<file path="src/rtl/led_arb_pkg.sv">
// Shared types for the LED matrix arbiter: frame type, arbiter states and grant encoding.
package led_arb_pkg;

  typedef logic [7:0][7:0] frame_t;

  typedef enum logic [1:0] {
    IDLE = 2'd0,
    OWN0 = 2'd1,
    OWN1 = 2'd2
  } arb_state_t;

  localparam frame_t BLANK_FRAME = '0;

  function automatic logic [1:0] grant_of(input arb_state_t s);
    case (s)
      OWN0:    grant_of = 2'b01;
      OWN1:    grant_of = 2'b10;
      default: grant_of = 2'b00;
    endcase
  endfunction

endpackage

</file>
<file path="src/rtl/led_frame_arbiter_dwell_timer.sv">
// Saturating count of frame ticks since the current owner took the display.
module dwell_timer #(
  parameter int unsigned DWELL_TICKS = 400
) (
  input  logic clock,
  input  logic reset_n,
  input  logic clear,
  input  logic tick,
  output logic expired
);

  localparam int unsigned CW = (DWELL_TICKS == 0) ? 1 : $clog2(DWELL_TICKS + 1);
  localparam logic [CW-1:0] LIMIT = CW'(DWELL_TICKS);

  logic [CW-1:0] count;

  always_ff @(posedge clock) begin
    if (!reset_n) begin
      count <= '0;
    end else if (clear) begin
      count <= '0;
    end else if (tick && (count != LIMIT)) begin
      count <= count + CW'(1);
    end
  end

  // Count never passes LIMIT, so equality is the saturation test.
  assign expired = (count == LIMIT);

endmodule

</file>
<file path="src/rtl/led_frame_arbiter.sv">
// Two-requester owner arbitration for the 8x8 LED matrix with tear-free frame latching.
module led_frame_arbiter
  import led_arb_pkg::*;
#(
  parameter int unsigned DWELL_TICKS = 400
) (
  input  logic         clock,
  input  logic         reset_n,
  input  logic         tick,
  input  logic [1:0]   req,
  input  logic [7:0][7:0] red_in0,
  input  logic [7:0][7:0] green_in0,
  input  logic [7:0][7:0] red_in1,
  input  logic [7:0][7:0] green_in1,
  output logic [1:0]   grant,
  output logic         frame_load,
  output logic [7:0][7:0] red_array,
  output logic [7:0][7:0] green_array
);

  arb_state_t state;
  arb_state_t nxt;
  logic       expired;
  logic       switching;
  logic       own_tick;

  assign switching = (nxt != state);
  assign own_tick  = tick && (state != IDLE);

  dwell_timer #(
    .DWELL_TICKS(DWELL_TICKS)
  ) u_dwell (
    .clock  (clock),
    .reset_n(reset_n),
    .clear  (switching),
    .tick   (own_tick),
    .expired(expired)
  );

  always_comb begin
    nxt = state;
    case (state)
      IDLE: begin
        if (req[1])      nxt = OWN1;
        else if (req[0]) nxt = OWN0;
      end
      OWN0: begin
        if (!req[0])               nxt = req[1] ? OWN1 : IDLE;
        else if (req[1] && expired) nxt = OWN1;
      end
      OWN1: begin
        if (!req[1])               nxt = req[0] ? OWN0 : IDLE;
        else if (req[0] && expired) nxt = OWN0;
      end
      default: nxt = IDLE;
    endcase
  end

  // An ownership change takes priority over a coincident tick load from the old owner.
  always_ff @(posedge clock) begin
    if (!reset_n) begin
      state       <= IDLE;
      grant       <= 2'b00;
      frame_load  <= 1'b0;
      red_array   <= BLANK_FRAME;
      green_array <= BLANK_FRAME;
    end else begin
      state      <= nxt;
      grant      <= grant_of(nxt);
      frame_load <= 1'b0;
      if (switching && (nxt != IDLE)) begin
        red_array   <= (nxt == OWN1) ? red_in1   : red_in0;
        green_array <= (nxt == OWN1) ? green_in1 : green_in0;
        frame_load  <= 1'b1;
      end else if (!switching && own_tick) begin
        red_array   <= (state == OWN1) ? red_in1   : red_in0;
        green_array <= (state == OWN1) ? green_in1 : green_in0;
        frame_load  <= 1'b1;
      end
    end
  end

endmodule

</file>
<file path="config.mk">
export PLATFORM = sky130hd
export DESIGN_NAME = led_frame_arbiter
export DESIGN_NICKNAME = d
export VERILOG_FILES = /design/src/rtl/led_arb_pkg.sv /design/src/rtl/led_frame_arbiter_dwell_timer.sv /design/src/rtl/led_frame_arbiter.sv
export SDC_FILE = /design/constraint.sdc
export NUM_CORES = 1
export LEC_CHECK = 0
export BUFFER_PORTS_ARGS = -buffer_cell sky130_fd_sc_hd__buf_2
export CORE_AREA = 2 2 150 152
export DETAILED_ROUTE_END_ITERATION = 16
export DIE_AREA = 0 0 152 154
export PLACE_DENSITY = 0.69
export SYNTH_ARGS = -nofsm -noshare
export SYNTH_HDL_FRONTEND = slang
export SYNTH_SLANG_ARGS = --single-unit
</file>
<file path="constraint.sdc">
create_clock -name clock -period 6.55 [get_ports clock]
set_input_delay 0.655 -clock clock [delete_from_list [all_inputs] [get_ports clock]]
set_output_delay 0.655 -clock clock [all_outputs]
set_load 0.03 [all_outputs]
</file>
**Word-level counts from Yosys, hierarchy flattened**

Index checks and enable logic that the tools add are counted.

- Input bits: 261
- Bits in registers: 142
- Output and inout bits: 131

- Add/sub/neg operators: 1
- Mux-type cells: 20
- Equality and inequality tests: 7
- Reduce and logical (&&, ||, !) cells: 12
- Bitwise logic cells: 1

Operators by type and width:

| kind | number |
|---|---|
| 64-bit two-way mux | 8 |
| 2-bit two-way mux | 7 |
| 9-bit by 1-bit adder with 9-bit output (second input constant) | 1 |
| 9-bit equality test (second input constant) | 1 |
| 9-bit inequality test (second input constant) | 1 |
| 1-bit logical AND | 6 |
| 2-bit one-hot mux with 3 select lines | 1 |
| 2-bit nonzero test | 3 |
| 2-bit by 1-bit equality test with 1-bit output (second input constant) | 2 |
| 2-bit equality test (second input constant) | 2 |
| 2-bit one-hot mux with 2 select lines | 1 |
| 1-bit two-way mux | 3 |
| 2-bit zero test | 1 |
| 2-bit inequality test | 1 |
| 2-bit OR reduction | 1 |
| 1-bit zero test | 1 |
| 1-bit inverter | 1 |

**Depth between registers and ports, before layout**

- Word-level depth: 10
- Depth in mapped cells: 12
- Depth with buffers taken out: 7

**Hierarchy**

Synthesis repeated with hierarchy kept, for this count alone.

- Cells, all modules: 894
- Area total of the unflattened synthesis: 7578.5 sq um

By module, submodules not included:

| module | times used | area each (sq um) | cells an instance |
|---|---|---|---|
| led_frame_arbiter | 1 | 7116.8 | 840 |
| dwell_timer | 1 | 461.7 | 54 |

**Worst setup path before layout**

No wires, ideal clock.

- Path type: input port to flip-flop
- Start: input port req[0]
- End: register red_array[44] in the netlist's numbering
- Arrival time: 2.251 ns
- Setup time: 0.122 ns
- Slack: 4.178 ns
- Stages on the path: 9
- Cells stage by stage: clkbuf_1 -> nand2_1 -> a21o_1 -> and4_1 -> clkbuf_2 -> buf_6 -> buf_8 -> mux2_4 -> a221o_1

- Longest elaborated chain between the ends: 8
- Elaborated cells on any way between the ends: 17
- Classes of those cells: 2 x eq/ne; 9 x mux; 6 x reduce/logical

RTL lines:

| element | RTL line | text |
|---|---|---|
| start: declaration | led_frame_arbiter.sv:10 | `input logic [1:0] req,` |
| 1-bit logical AND | led_frame_arbiter.sv:53 | `else if (req[0] && expired) nxt = OWN0;` |
| 2-bit two-way mux | led_frame_arbiter.sv:53 |  |
| 2-bit two-way mux | led_frame_arbiter.sv:52 | `if (!req[1]) nxt = req[0] ? OWN0 : IDLE;` |
| 2-bit one-hot mux with 3 select lines (*) | led_frame_arbiter.sv:42 | `case (state)` |
| 2-bit inequality test | led_frame_arbiter.sv:27 | `assign switching = (nxt != state);` |
| 1-bit zero test | led_frame_arbiter.sv:75 | `end else if (!switching && own_tick) begin` |
| 1-bit logical AND | led_frame_arbiter.sv:75 |  |
| 2-bit nonzero test (no source line) | -- |  |
| end signal: assignment | led_frame_arbiter.sv:72 | `red_array <= (nxt == OWN1) ? red_in1 : red_in0;` |
| end signal: assignment | led_frame_arbiter.sv:76 | `red_array <= (state == OWN1) ? red_in1 : red_in0;` |
| end: declaration | led_frame_arbiter.sv:17 | `output logic [7:0][7:0] red_array,` |

Mark *: on every way between the ends. The rest lies on a longest branch, timed or not.
A chain may end at the register's enable or synchronous reset.

**Final worst setup path**

- Start: register u_dwell.count[0]
- End: register green_array[43] in the netlist's numbering

- Longest elaborated chain between the ends: 9
- Elaborated cells on any way between the ends: 17
- Classes of those cells: 3 x eq/ne; 7 x mux; 7 x reduce/logical

RTL lines:

| element | RTL line | text |
|---|---|---|
| start: declaration | led_frame_arbiter_dwell_timer.sv:15 | `logic [CW-1:0] count;` |
| start signal: assignment | led_frame_arbiter_dwell_timer.sv:23 | `count <= count + CW'(1);` |
| 9-bit equality test (*) | led_frame_arbiter_dwell_timer.sv:28 | `assign expired = (count == LIMIT);` |
| 1-bit logical AND, on equally long branches | led_frame_arbiter.sv:53, led_frame_arbiter.sv:49 |  |
| 2-bit two-way mux, on equally long branches | led_frame_arbiter.sv:53, led_frame_arbiter.sv:49 |  |
| 2-bit two-way mux, on equally long branches | led_frame_arbiter.sv:52, led_frame_arbiter.sv:48 |  |
| 2-bit one-hot mux with 3 select lines (*) | led_frame_arbiter.sv:42 |  |
| 2-bit inequality test | led_frame_arbiter.sv:27 |  |
| 1-bit zero test | led_frame_arbiter.sv:75 |  |
| 1-bit logical AND | led_frame_arbiter.sv:75 |  |
| 2-bit nonzero test (no source line) | -- |  |
| end signal: assignment | led_frame_arbiter.sv:73 | `green_array <= (nxt == OWN1) ? green_in1 : green_in0;` |
| end signal: assignment | led_frame_arbiter.sv:77 | `green_array <= (state == OWN1) ? green_in1 : green_in0;` |
| end: declaration | led_frame_arbiter.sv:18 | `output logic [7:0][7:0] green_array` |

Marks and branches as above.

==> results.toml <==
[synth]
postSynth.asyncResetShare_pct = 0
seq_area_frac_synth_pct = 35.0
synth_ff_type = "dfxtp_1"
synth_area_leader_cell = "dfxtp_1"
synth_cells = 905
synth_edf_count = 0
yosys.cell_types.count = 47
ys_warn_count = 0
netlist_area_um2 = 8120
ys_top_cells_by_area = "dfxtp_1, mux2_2, a221oi_1"
ys_seq_elements = 142
synth_fp_nets = 1168
synth.avg_cell_area_um2 = 8.98
yosys.area.top_type_share_pct = 35.0

[clocking]
path_clk_slew_ps = 60
h-tree-depth = 4
clock_latency_ps = 420
clockRootBuffer = "clkbuf_16"
cts_resized = 0
cts_setup_buffers = 0
clock_sinks = 142
clockBufferDepth = 2
cts_made_buffers = 17
holdBufCountCts = 0
cts_tree = "done"

[job]
cap_violations = 0

[min_path]
min_path_type = "reg -> reg"

[final_layout]
num-fill-cells = 2083
multi_input_area_um2 = 4880
drive_gt1_share_pct = 45.9
seq_area_um2 = 2840
syn_to_final_growth_pct = 32.0
nets = 1492

[timing]
hold_ws_ps = 481
setup_tns_ps = 0
report.final.slew_viol_count = 0
clock_skew_ps = 15.6
period_needed_ps = 3450
tightest_slew_ps = 1050
setup_violations = 0
hold_viol = 0
slew_headroom_pct = 29.7
rsz0062_at_grt = "false"
finalCritPeriodShare_pct = 52.6
fmax_ghz = 0.290

[global_routing]
grt_pass1_vias = 8809
track_usage_pct = 23.4
gr-total-overflow = 0
grt_start_max_net_pins = 78
antenna_found_initial = 2
grt_pass1_wl_mm = 45.1

[floorplanning]
rows = 54
core_area_um2 = 21700
die_y_um = 154
dieArea_um2 = 23400
io_pins = 392
die_width_um = 152
initial_core_util_pct = 37.5

[place]
port_buffers = 391
globalplace.congestion = 0.832
dp_hpwl_mm = 19.2

[drt]
wl_mm = 28.6
post_drt_via_cell_ratio = 5.78
wire_per_inst_um = 18.8
vias = 8794
first_pass_iters = 8
drtIter0Drc = 444
post-route-drc-count = 0
ant_nets = 0

[worst_setup_path]
cp-start-kind = "flop"
path_class = "reg -> reg"
worstPathRequired_ps = 6880
path_max_fanout = 70
critPathCaptureType = "flop"
cp.arrival_ps = 3780

[pwr]
powerDensity_nw_per_um2 = 258
p_leak_nw = 4.78
ir_worst_vdd_v = 0.000164

[outcome]
outcome = "complete, no violations"
[critical path, stage by stage (launching register included)]
cell      delay (ps)
dfxtp_1          390
inv_1             60
ha_1             190
and4bb_2         310
nand4_1          120
and4_4           840
buf_4            830
a221oi_1         250
nor3_1           240
[worst paths after layout]
path	from	to	slack [ps]	cells after the start
max reg2reg	u_dwell.count[0]	green_array[43]	3100	8
min reg2reg	red_array[54]	red_array[54]	480	1
min	red_array[54]	red_array[54]	480	1
max	u_dwell.count[0]	green_array[43]	3100	8
[where the power goes]
part	switching, W	internal, W
sequential	0.0000511	0.000957
combinational	0.000489	0.000308
clock	0.000399	0.000562
total	0.000939	0.00183
[layout make-up]
class                           count  share of cell area (%)
Tap cell                          280                    3.27
Clock inverter                     12                    1.26
Clock buffer                       19                    4.04
Inverter                            7                   0.245
Antenna cell                        1                  0.0233
Multi-Input combinational cell    659                    45.5
Timing Repair Buffer              402                    19.1
Sequential cell                   142                    26.5
[metrics by stage]
stage | area [µm²] | utilization [%] | instances | total power (W) | setup WS (ps)
after floorplan | 8120 | - | 905 | 0.00155 | 4180
after global placement | 10200 | 46.8 | 1490 | 0.00181 | 3220
after detailed placement | 10200 | 46.8 | 1490 | 0.00182 | 3150
after CTS | 10700 | 49.4 | 1521 | 0.00279 | 3150
after global routing | 10700 | 49.4 | 1522 | 0.00289 | 2920
final | 10700 | 49.4 | 1522 | 0.00277 | 3100
[flip-flops by register name, summed over array words and instances (netlist names)]
| register | flops |
|---|---|
| green_array | 64 |
| u_dwell.count | 9 |
| state | 2 |
| frame_load | 1 |
| grant | 2 |
| red_array | 64 |
[per-layer routing]
metal	up-vias	share of wire (%)	GRT usage (%)	wire length (µm)
li1	4147	-	-	-
met1	4198	41	27.1	11600
met2	395	49	41.0	13900
met3	52	8.4	6.96	2390
met4	2	2.3	8.68	666
met5	-	0.056	0	16
[cell families (layout without fill, tap and decap cells)]
kind of cell | count (synthesis) | in the layout | synth area share [%]
flip-flops | 142 | 142 | 35.0
AO/OA/AOI/OAI | 255 | 255 | 23.8
other | 0 | 1 | 0
multiplexers | 151 | 151 | 21.1
XOR/XNOR | 8 | 8 | 0.863
adder cells (fa/ha/maj) | 2 | 2 | 0.308
AND/OR/NAND/NOR | 243 | 243 | 13.4
buffers and inverters | 104 | 440 | 5.62
[placed cells by master (no fill, tap or decap), types with 25 or more instances in the layout]
cell | synthesis | final
a21oi_1 | 52 | 52
dfxtp_1 | 142 | 142
nor3_1 | 57 | 57
buf_2 | 22 | 391
a221oi_1 | 58 | 58
mux2_2 | 115 | 115
mux2i_1 | 25 | 25
nand2_1 | 129 | 128
o22ai_1 | 56 | 56
a221o_1 | 50 | 50
[synth_stat cells, types with 4 or more instances]
master / number
dfxtp_1: 142
nand2_1: 129
mux2_2: 115
clkbuf_1: 66
a221oi_1: 58
nor3_1: 57
o22ai_1: 56
a21oi_1: 52
a221o_1: 50
mux2i_1: 25
buf_2: 22
nand3_1: 21
o221ai_1: 21
nor2_1: 16
mux2_4: 11
inv_1: 6
xor2_1: 5
and2_1: 4
nand4_1: 4
Power figures use the tool's default switching activity.
